==> src/rtl/regfile_wb_arbiter.sv <==
// Register-file write-port arbiter. In-order ALU writebacks are buffered in a
// small FIFO and merged with a valid/ready multi-cycle result stream. The ALU
// side has priority, with a starvation override for the multi-cycle unit.
module regfile_wb_arbiter #(
  parameter int unsigned FIFO_DEPTH   = 4,
  parameter int unsigned STALL_THRESH = 2,
  parameter int unsigned STARVE_LIMIT = 3
) (
  input  logic        clk,
  input  logic        rst,
  input  logic        alu_wr_en,
  input  logic [4:0]  alu_wr_addr,
  input  logic [31:0] alu_wr_data,
  input  logic        mc_valid,
  input  logic [4:0]  mc_addr,
  input  logic [31:0] mc_data,
  output logic        mc_ready,
  output logic        rf_wr_en,
  output logic [4:0]  rf_wr_addr,
  output logic [31:0] rf_wr_data,
  output logic [31:0] pend_mask,
  output logic        stall_req,
  output logic        overflow_err
);

  localparam int unsigned AW = (FIFO_DEPTH > 1) ? $clog2(FIFO_DEPTH) : 1;
  localparam int unsigned CW = AW + 1;
  localparam int unsigned SW = $clog2(STARVE_LIMIT + 1);
  localparam logic [CW-1:0] DEPTH_C   = CW'(FIFO_DEPTH);
  localparam logic [CW-1:0] STALL_LVL = CW'(FIFO_DEPTH - STALL_THRESH);
  localparam logic [SW-1:0] STARVE_C  = SW'(STARVE_LIMIT);

  logic [4:0]            fifo_addr [FIFO_DEPTH];
  logic [31:0]           fifo_data [FIFO_DEPTH];
  logic [FIFO_DEPTH-1:0] fifo_vld;
  logic [AW-1:0]         wr_ptr;
  logic [AW-1:0]         rd_ptr;
  logic [CW-1:0]         count;
  logic [SW-1:0]         starve_cnt;

  logic fifo_empty, fifo_full, mc_hit, mc_zero, mc_blocked;
  logic grant_mc, grant_fifo, push_req, push;

  // Arbitration: per-slot valid bits make the hazard match independent of
  // pointer arithmetic. An x0 multi-cycle result is always accepted.
  always_comb begin
    mc_hit = 1'b0;
    for (int unsigned i = 0; i < FIFO_DEPTH; i++) begin
      if (fifo_vld[AW'(i)] && (fifo_addr[AW'(i)] == mc_addr)) mc_hit = 1'b1;
    end
    fifo_empty = (count == '0);
    fifo_full  = (count == DEPTH_C);
    mc_zero    = mc_valid && (mc_addr == 5'd0);
    mc_blocked = mc_valid && mc_hit;
    grant_mc   = !rst && mc_valid && !mc_blocked &&
                 (fifo_empty || mc_zero || (starve_cnt >= STARVE_C));
    grant_fifo = !rst && !fifo_empty && !grant_mc;
    push_req   = alu_wr_en && (alu_wr_addr != 5'd0);
    push       = push_req && (!fifo_full || grant_fifo);
  end

  // FIFO control: pointers, occupancy, slot valid bits, sticky overflow.
  always_ff @(posedge clk or posedge rst) begin
    if (rst) begin
      wr_ptr       <= '0;
      rd_ptr       <= '0;
      count        <= '0;
      fifo_vld     <= '0;
      overflow_err <= 1'b0;
    end else begin
      if (push) wr_ptr <= wr_ptr + AW'(1);
      if (grant_fifo) rd_ptr <= rd_ptr + AW'(1);
      if (grant_fifo) fifo_vld[rd_ptr] <= 1'b0;
      if (push) fifo_vld[wr_ptr] <= 1'b1;
      case ({push, grant_fifo})
        2'b10:   count <= count + CW'(1);
        2'b01:   count <= count - CW'(1);
        default: count <= count;
      endcase
      if (push_req && !push) overflow_err <= 1'b1;
    end
  end

  // FIFO storage; contents are qualified by fifo_vld so need no reset.
  always_ff @(posedge clk) begin
    if (push) begin
      fifo_addr[wr_ptr] <= alu_wr_addr;
      fifo_data[wr_ptr] <= alu_wr_data;
    end
  end

  // Starvation counter: clears on a real MC grant or idle, holds while blocked.
  always_ff @(posedge clk or posedge rst) begin
    if (rst) begin
      starve_cnt <= '0;
    end else if (!mc_valid || (grant_mc && !mc_zero)) begin
      starve_cnt <= '0;
    end else if (!grant_mc && !mc_blocked && (starve_cnt < STARVE_C)) begin
      starve_cnt <= starve_cnt + SW'(1);
    end
  end

  // Registered write port: load the granted source, hold data when idle.
  always_ff @(posedge clk or posedge rst) begin
    if (rst) begin
      rf_wr_en   <= 1'b0;
      rf_wr_addr <= '0;
      rf_wr_data <= '0;
    end else begin
      rf_wr_en <= grant_fifo || (grant_mc && !mc_zero);
      if (grant_fifo) begin
        rf_wr_addr <= fifo_addr[rd_ptr];
        rf_wr_data <= fifo_data[rd_ptr];
      end else if (grant_mc && !mc_zero) begin
        rf_wr_addr <= mc_addr;
        rf_wr_data <= mc_data;
      end
    end
  end

  // Pending-write mask for the hazard unit: buffered entries plus presented MC.
  always_comb begin
    pend_mask = '0;
    if (!rst) begin
      for (int unsigned i = 0; i < FIFO_DEPTH; i++) begin
        if (fifo_vld[AW'(i)]) pend_mask[fifo_addr[AW'(i)]] = 1'b1;
      end
      if (mc_valid) pend_mask[mc_addr] = 1'b1;
      pend_mask[0] = 1'b0;
    end
  end

  // Handshake and front-end stall request.
  always_comb begin
    mc_ready  = grant_mc;
    stall_req = !rst && (count >= STALL_LVL);
  end

endmodule

==> config.mk <==
export PLATFORM = sky130hd
export DESIGN_NAME = regfile_wb_arbiter
export DESIGN_NICKNAME = d
export VERILOG_FILES = /design/src/rtl/regfile_wb_arbiter.sv
export SDC_FILE = /design/constraint.sdc
export NUM_CORES = 1
export LEC_CHECK = 0
export CAP_MARGIN = 20
export CORE_MARGIN = 2
export CORE_UTILIZATION = 30
export DETAILED_ROUTE_END_ITERATION = 10
export PLACE_DENSITY = 0.54
export SLEW_MARGIN = 20
export SYNTH_ARGS = -nofsm -noshare
export SYNTH_HDL_FRONTEND = slang
export SYNTH_SLANG_ARGS = --single-unit
==> constraint.sdc <==
create_clock -name clk -period 5.3 [get_ports clk]
set_input_delay 0.795 -clock clk [delete_from_list [all_inputs] [get_ports clk]]
set_output_delay 0.795 -clock clk [all_outputs]
set_load 0.02 [all_outputs]
# Word-level counts from Yosys, hierarchy flattened
# Memories as Yosys holds them, arrays and structs flattened.
# Index checks and enable logic that the tools add are counted.
totals:
  ff_bits: 52
  mem_bits_rw: 148
  in_bits: 78
  out_inout_bits: 73
  wordCells: 130
  mem_count: 2
mem_list:
  columns: ["memory", "words", "width", "read_ports", "rd_ports_with_merged_regs", "wr", "line", "rtl"]
  rows:
  - ["fifo_data", 4, 32, 1, 0, 1, "34", "logic [31:0] fifo_data [FIFO_DEPTH];"]
  - ["fifo_addr", 4, 5, 5, 0, 1, "33", "logic [4:0] fifo_addr [FIFO_DEPTH];"]
classes:
  addsub: 5
  n_lt_le_gt_ge: 17
  eq_ne: 7
  muxes: 39
  bitwise: 7
  n_reduce_logical: 44
ops:
  columns: ["cell", "count"]
  rows:
  - ["$mux 32", 12]
  - ["$or 32x32->32", 4]
  - ["$lt 5x6->1 const B", 5]
  - ["$demux 1 s5", 5]
  - ["$ge 5x1->1 const B", 5]
  - ["$logic_and 1x1->1", 25]
  - ["$eq 5x5->1", 4]
  - ["$mux 1", 13]
  - ["$mux 5", 2]
  - ["$logic_not 1->1", 8]
  - ["$mux 4", 2]
  - ["$add 2x1->2 const B", 3]
  - ["$lt 2x3->1 const B", 2]
  - ["$pmux 3 s2", 1]
  - ["$reduce_bool 2->1", 3]
  - ["$logic_not 5->1", 1]
  - ["$logic_or 1x1->1", 5]
  - ["$reduce_bool 5->1", 1]
  - ["$and 4x4->4", 1]
  - ["$demux 1 s2", 2]
  - ["$ge 2x1->1 const B", 2]
  - ["$mux 2", 2]
  - ["$not 4->4", 1]
  - ["$or 4x4->4", 1]
  - ["9 further kinds", 9]

# Depth between registers and ports, before layout
depth:
  depth_word: 18
  ltp_mapped: 13
  ltp_nobuf: 11

# Worst setup path after synthesis
# OpenSTA, ideal clock, no wires.
synth_timing:
  path_kind: "input to register"
  from: "input mc_addr[0]"
  to: "memory fifo_addr[0][0] (enable)"
  setup_ns: 0.398
  arrival_time_ns: 3.080
  required_ns: 4.902
  path_slack_ns: 1.823
  stages: 8
  path_buffers: 1
  cell_sequence: "buf_6 > xnor2_1 > nand4_1 > nor3_1 > nor4_4 > a21o_4 > a31oi_4 > and2_1"
synth_via:
  elab_chain_len: 16
  word_cells_on_any_way: 26
  cone_classes: "eq/ne: 4; mux: 6; reduce/logical: 16"
synth_lines:
  columns: ["item", "line", "rtl"]
  rows:
  - ["start: declaration", "15", "input logic [4:0] mc_addr,"]
  - ["$eq 5x5->1", "49", "if (fifo_vld[AW'(i)] && (fifo_addr[AW'(i)] == mc_addr)) mc_hit = 1'b1;"]
  - ["$logic_and 1x1->1", "49", null]
  - ["$mux 1 (4 in a row)", "49", null]
  - ["$logic_and 1x1->1", "54", "mc_blocked = mc_valid && mc_hit;"]
  - ["$logic_not 1->1", "55", "grant_mc = !rst && mc_valid && !mc_blocked &&"]
  - ["$logic_and 1x1->1", "55", null]
  - ["$logic_and 1x1->1 *", "55", null]
  - ["$logic_not 1->1 *", "57", "grant_fifo = !rst && !fifo_empty && !grant_mc;"]
  - ["$logic_and 1x1->1 *", "57", null]
  - ["$logic_or 1x1->1 *", "59", "push = push_req && (!fifo_full || grant_fifo);"]
  - ["$logic_and 1x1->1 *", "59", null]
  - ["$mux 1 *", "86", "if (push) begin"]
  - ["$mux 1 (implied by the code) *", "87", "fifo_addr[wr_ptr] <= alu_wr_addr;"]
  - ["end: declaration", "33", null]
# Every way passes the cells marked *; elsewhere a longest branch is shown, timed or not.

# Worst setup path after layout
layout_timing:
  from: "input mc_addr[4]"
  to: "output mc_ready"
layout_via:
  elab_chain_len: 10
  word_cells_on_any_way: 20
  cone_classes: "eq/ne: 4; mux: 4; reduce/logical: 12"
layout_lines:
  columns: ["item", "line", "rtl"]
  rows:
  - ["$eq 5x5->1", "49", null]
  - ["$logic_and 1x1->1", "49", null]
  - ["$mux 1 (4 in a row)", "49", null]
  - ["$logic_and 1x1->1", "54", null]
  - ["$logic_not 1->1", "55", null]
  - ["$logic_and 1x1->1", "55", null]
  - ["$logic_and 1x1->1 *", "55", null]
  - ["end: declaration", "17", "output logic mc_ready,"]
# Marked as above.

==> metrics.md <==
| Metric | Value |
|---|---|
| Status | complete, no violations |
| Buffers on Ports | ~150 |
| Synth Flop Type | edfxtp_1 |
| CTS Buffer Depth | 2 |
| Largest area contributor in the netlist | edfxtp_1 |
| Ys Warns | 0 |
| Worst hold path class | reg2reg |
| Most frequent cells in the layout | 149 x clkdlybuf4s50_1, 148 x edfxtp_1, 86 x nand2_1 |
| Initial antenna violation count | 3 |
| Sequential cell area | about 5700 um^2 |
| R2r startpoint | fifo_addr[0][3] |
| HPWL Detailed | between 15 and 20 mm |
| Post-CTS sizing | 0 |
| Die height | 183 um |
| Setup tns final | 0 ps |
| Hold Startpoint | overflow_err |
| Row count | 65 |
| Fmax | approximately 0.23 GHz |
| Final hold violation count | 0 |
| Vias in the first global route | roughly 6800 |
| Data arrival, critical path | approximately 3500 ps |
| Syn Nets | a little under 800 |
| Placed cells | between 1000 and 1500 |
| Critical path class | in2out |
| RePlAce Congestion | between 0.8 and 0.9 |
| WHS Endpoint | overflow_err |
| Cells after synthesis | between 700 and 800 |
| CTS root buf | clkbuf_16 |
| Mapped Area | around 9600 um^2 |
| FF-to-FF End | fifo_data[0][16] |
| Grt total ovfl | 0 |
| DR DRC count | 0 |
| Synth top area cells | edfxtp_1 46%, dfrtp_1 14%, mux4_2 8.7% |
| Non-filler cells in the finished layout | 1253 |
| Skew final | ~20 ps |
| Drt total wl | roughly 26 mm |
| Leak | ~4.1 nW |
| Final nets | roughly 900 |
| Total GRT Usage | 0.159 |
| Layout cell share with drive strength beyond 1 | 0.132 |
| Final Max Tran Viols | 0 |
| Crit path time final | roughly 4300 ps |
| Worst-Skew Late Latency | 430 ps |
| Post-synth EDFFs | between 100 and 150 |
| Core area | 31600 um^2 |
| Register bit total from synthesis | 200 |
| # Max-Cap Violations | 0 |
| Period utilization | 0.814 |
| Startpoint types | input port |
| Post-CTS Setup Repair Bufs | 0 |
| Clk sinks | 200 |
| Post-DRT Antenna Nets | 0 |
| Fill count | a little over 3000 |
| Wire per inst | between 20 and 25 um |
| Post-synth ARST share | 0.260 |
| Flop2flop setup slack | 2210 ps |
| Initial Util | 0.304 |
| Slew @ Worst Pin | a little over 900 ps |
| Commonest non-fill, non-tap cell in the layout | clkdlybuf4s50_1 |
| H-tree lvl count | 4 |
| Num ports | between 150 and 200 |
| Worst vdd rail ir drop | about 0.00022 V |
| Final setup violating endpoints | 0 |
| Hold path cells | 1 |
| Top cell type's share of synthesized area | 0.463 |
| Largest net degree at the start of global routing | 80 |
| CTS tree | done |
| Setup crit start | mc_addr[4] |
| Worst R2R Path Depth | 8 |
| Worst path required time | 4510 ps |
| Worst rel slew slack | 0.394 |
| DRT iter0 DRCs | 715 |
| CP Max Fanout | 13 |
| CTS hold repair buffers | 0 |
| Syn Area/Cell | ~14 um^2 |
| Vias | 6613 |
| Worst setup EP type | output pin |
| P per Cell Area | 484 nW/um^2 |
| Setup ws final | 985 ps |
| Yosys cell types | a little under 60 |
| DRT Pass-1 Iters | 5 |
| Area delta synth->final | 25.5% |
| Vias per inst | about 5.3 |
| Multi-input logic area | between 3000 and 4000 um^2 |
| Horiz. Die Dim | roughly 180 um |
| Unrepaired setup endpoints after global routing | false |
| DP Worst Slack | ~960 ps |
| Clk slew on worst S/H paths | approximately 70 ps |
| First-pass GRT wire length | ~40 mm |
| Num CTS Buffers | 17 |
| Register area share after synthesis | 0.598 |
| Die Area | around 33000 um^2 |
==> report_power, final <==
| group | switching (mW) | internal (mW) |
|---|---|---|
| Combinational | 1.17 | 0.993 |
| Clock | 0.590 | 0.664 |
| Sequential | 0.280 | 2.13 |
| Total | 2.04 | 3.79 |
==> worst max path at each step <==
stage | endpoint | depth (start not counted)
6_report | mc_ready | 7
5_1_grt | mc_ready | 7
4_1_cts | mc_ready | 7
3_5_place_dp | mc_ready | 7
3_3_place_gp | mc_ready | 7
2_1_floorplan | fifo_addr[0][0] | 8
==> metrics by stage <==
stage          hold WS, ps  total power, mW  cell area, um^2   util
2_1_floorplan          493             3.75             9600      -
3_3_place_gp           513             4.62            11500  0.364
3_5_place_dp           511             4.64            11500  0.364
4_1_cts                523             5.92            12000  0.382
5_1_grt                542             6.19            12000  0.382
6_report               510             5.83            12100  0.382
==> critical path: stages <==
cell	delay (ps)
clkdlybuf4s50_1	860
xnor2_1	150
nand4_1	120
nor3_1	80
nor4_4	570
and2_2	300
clkdlybuf4s50_1	640
==> cell usage after synthesis (15+ instances only) <==
cell type  number
mux2i_1        16
buf_2          17
a22oi_1        80
a31oi_1        28
xnor2_1        19
nand2_1        86
inv_1          15
o21ai_0        25
nor3b_1        18
mux4_2         37
nor2_1         22
edfxtp_1      148
dfrtp_1        52
clkbuf_1       18
==> cell type report <==
type / count / share of cell area
sequential: 200 / 0.477
multi-input combinational: 437 / 0.292
timing repair buffer: 166 / 0.137
tap: 402 / 0.0417
clock buffer: 19 / 0.0359
clock inverter: 13 / 0.0113
inverter: 15 / 0.00467
antenna: 1 / 0.000208
==> metal layers <==
metal / up-vias / GRT usage / share of wire
li1: 3008 / - / -
met1: 3240 / 0.211 / 0.44
met2: 313 / 0.251 / 0.46
met3: 50 / 0.0419 / 0.075
met4: 2 / 0.0579 / 0.024
met5: - / 0 / 0.00042
==> cells by family after synthesis <==
kind of cell,synth area share
buffers and inverters,0.0364
other,0.000391
DFF,0.598
adders and majority gates,0.0138
AOI/OAI and AO/OA,0.129
xor gates and xnor gates,0.0227
and+or+nand+nor,0.0944
muxes,0.105
==> flip-flops by register name (all words and copies together) (netlist names), 3 cells and up <==
| register | cells |
|---|---|
| rf_wr_data | 32 |
| rf_wr_addr | 5 |
| fifo_data | 128 |
| fifo_addr | 20 |
| fifo_vld | 4 |
| count | 3 |
Power figures use the tool's default switching activity.
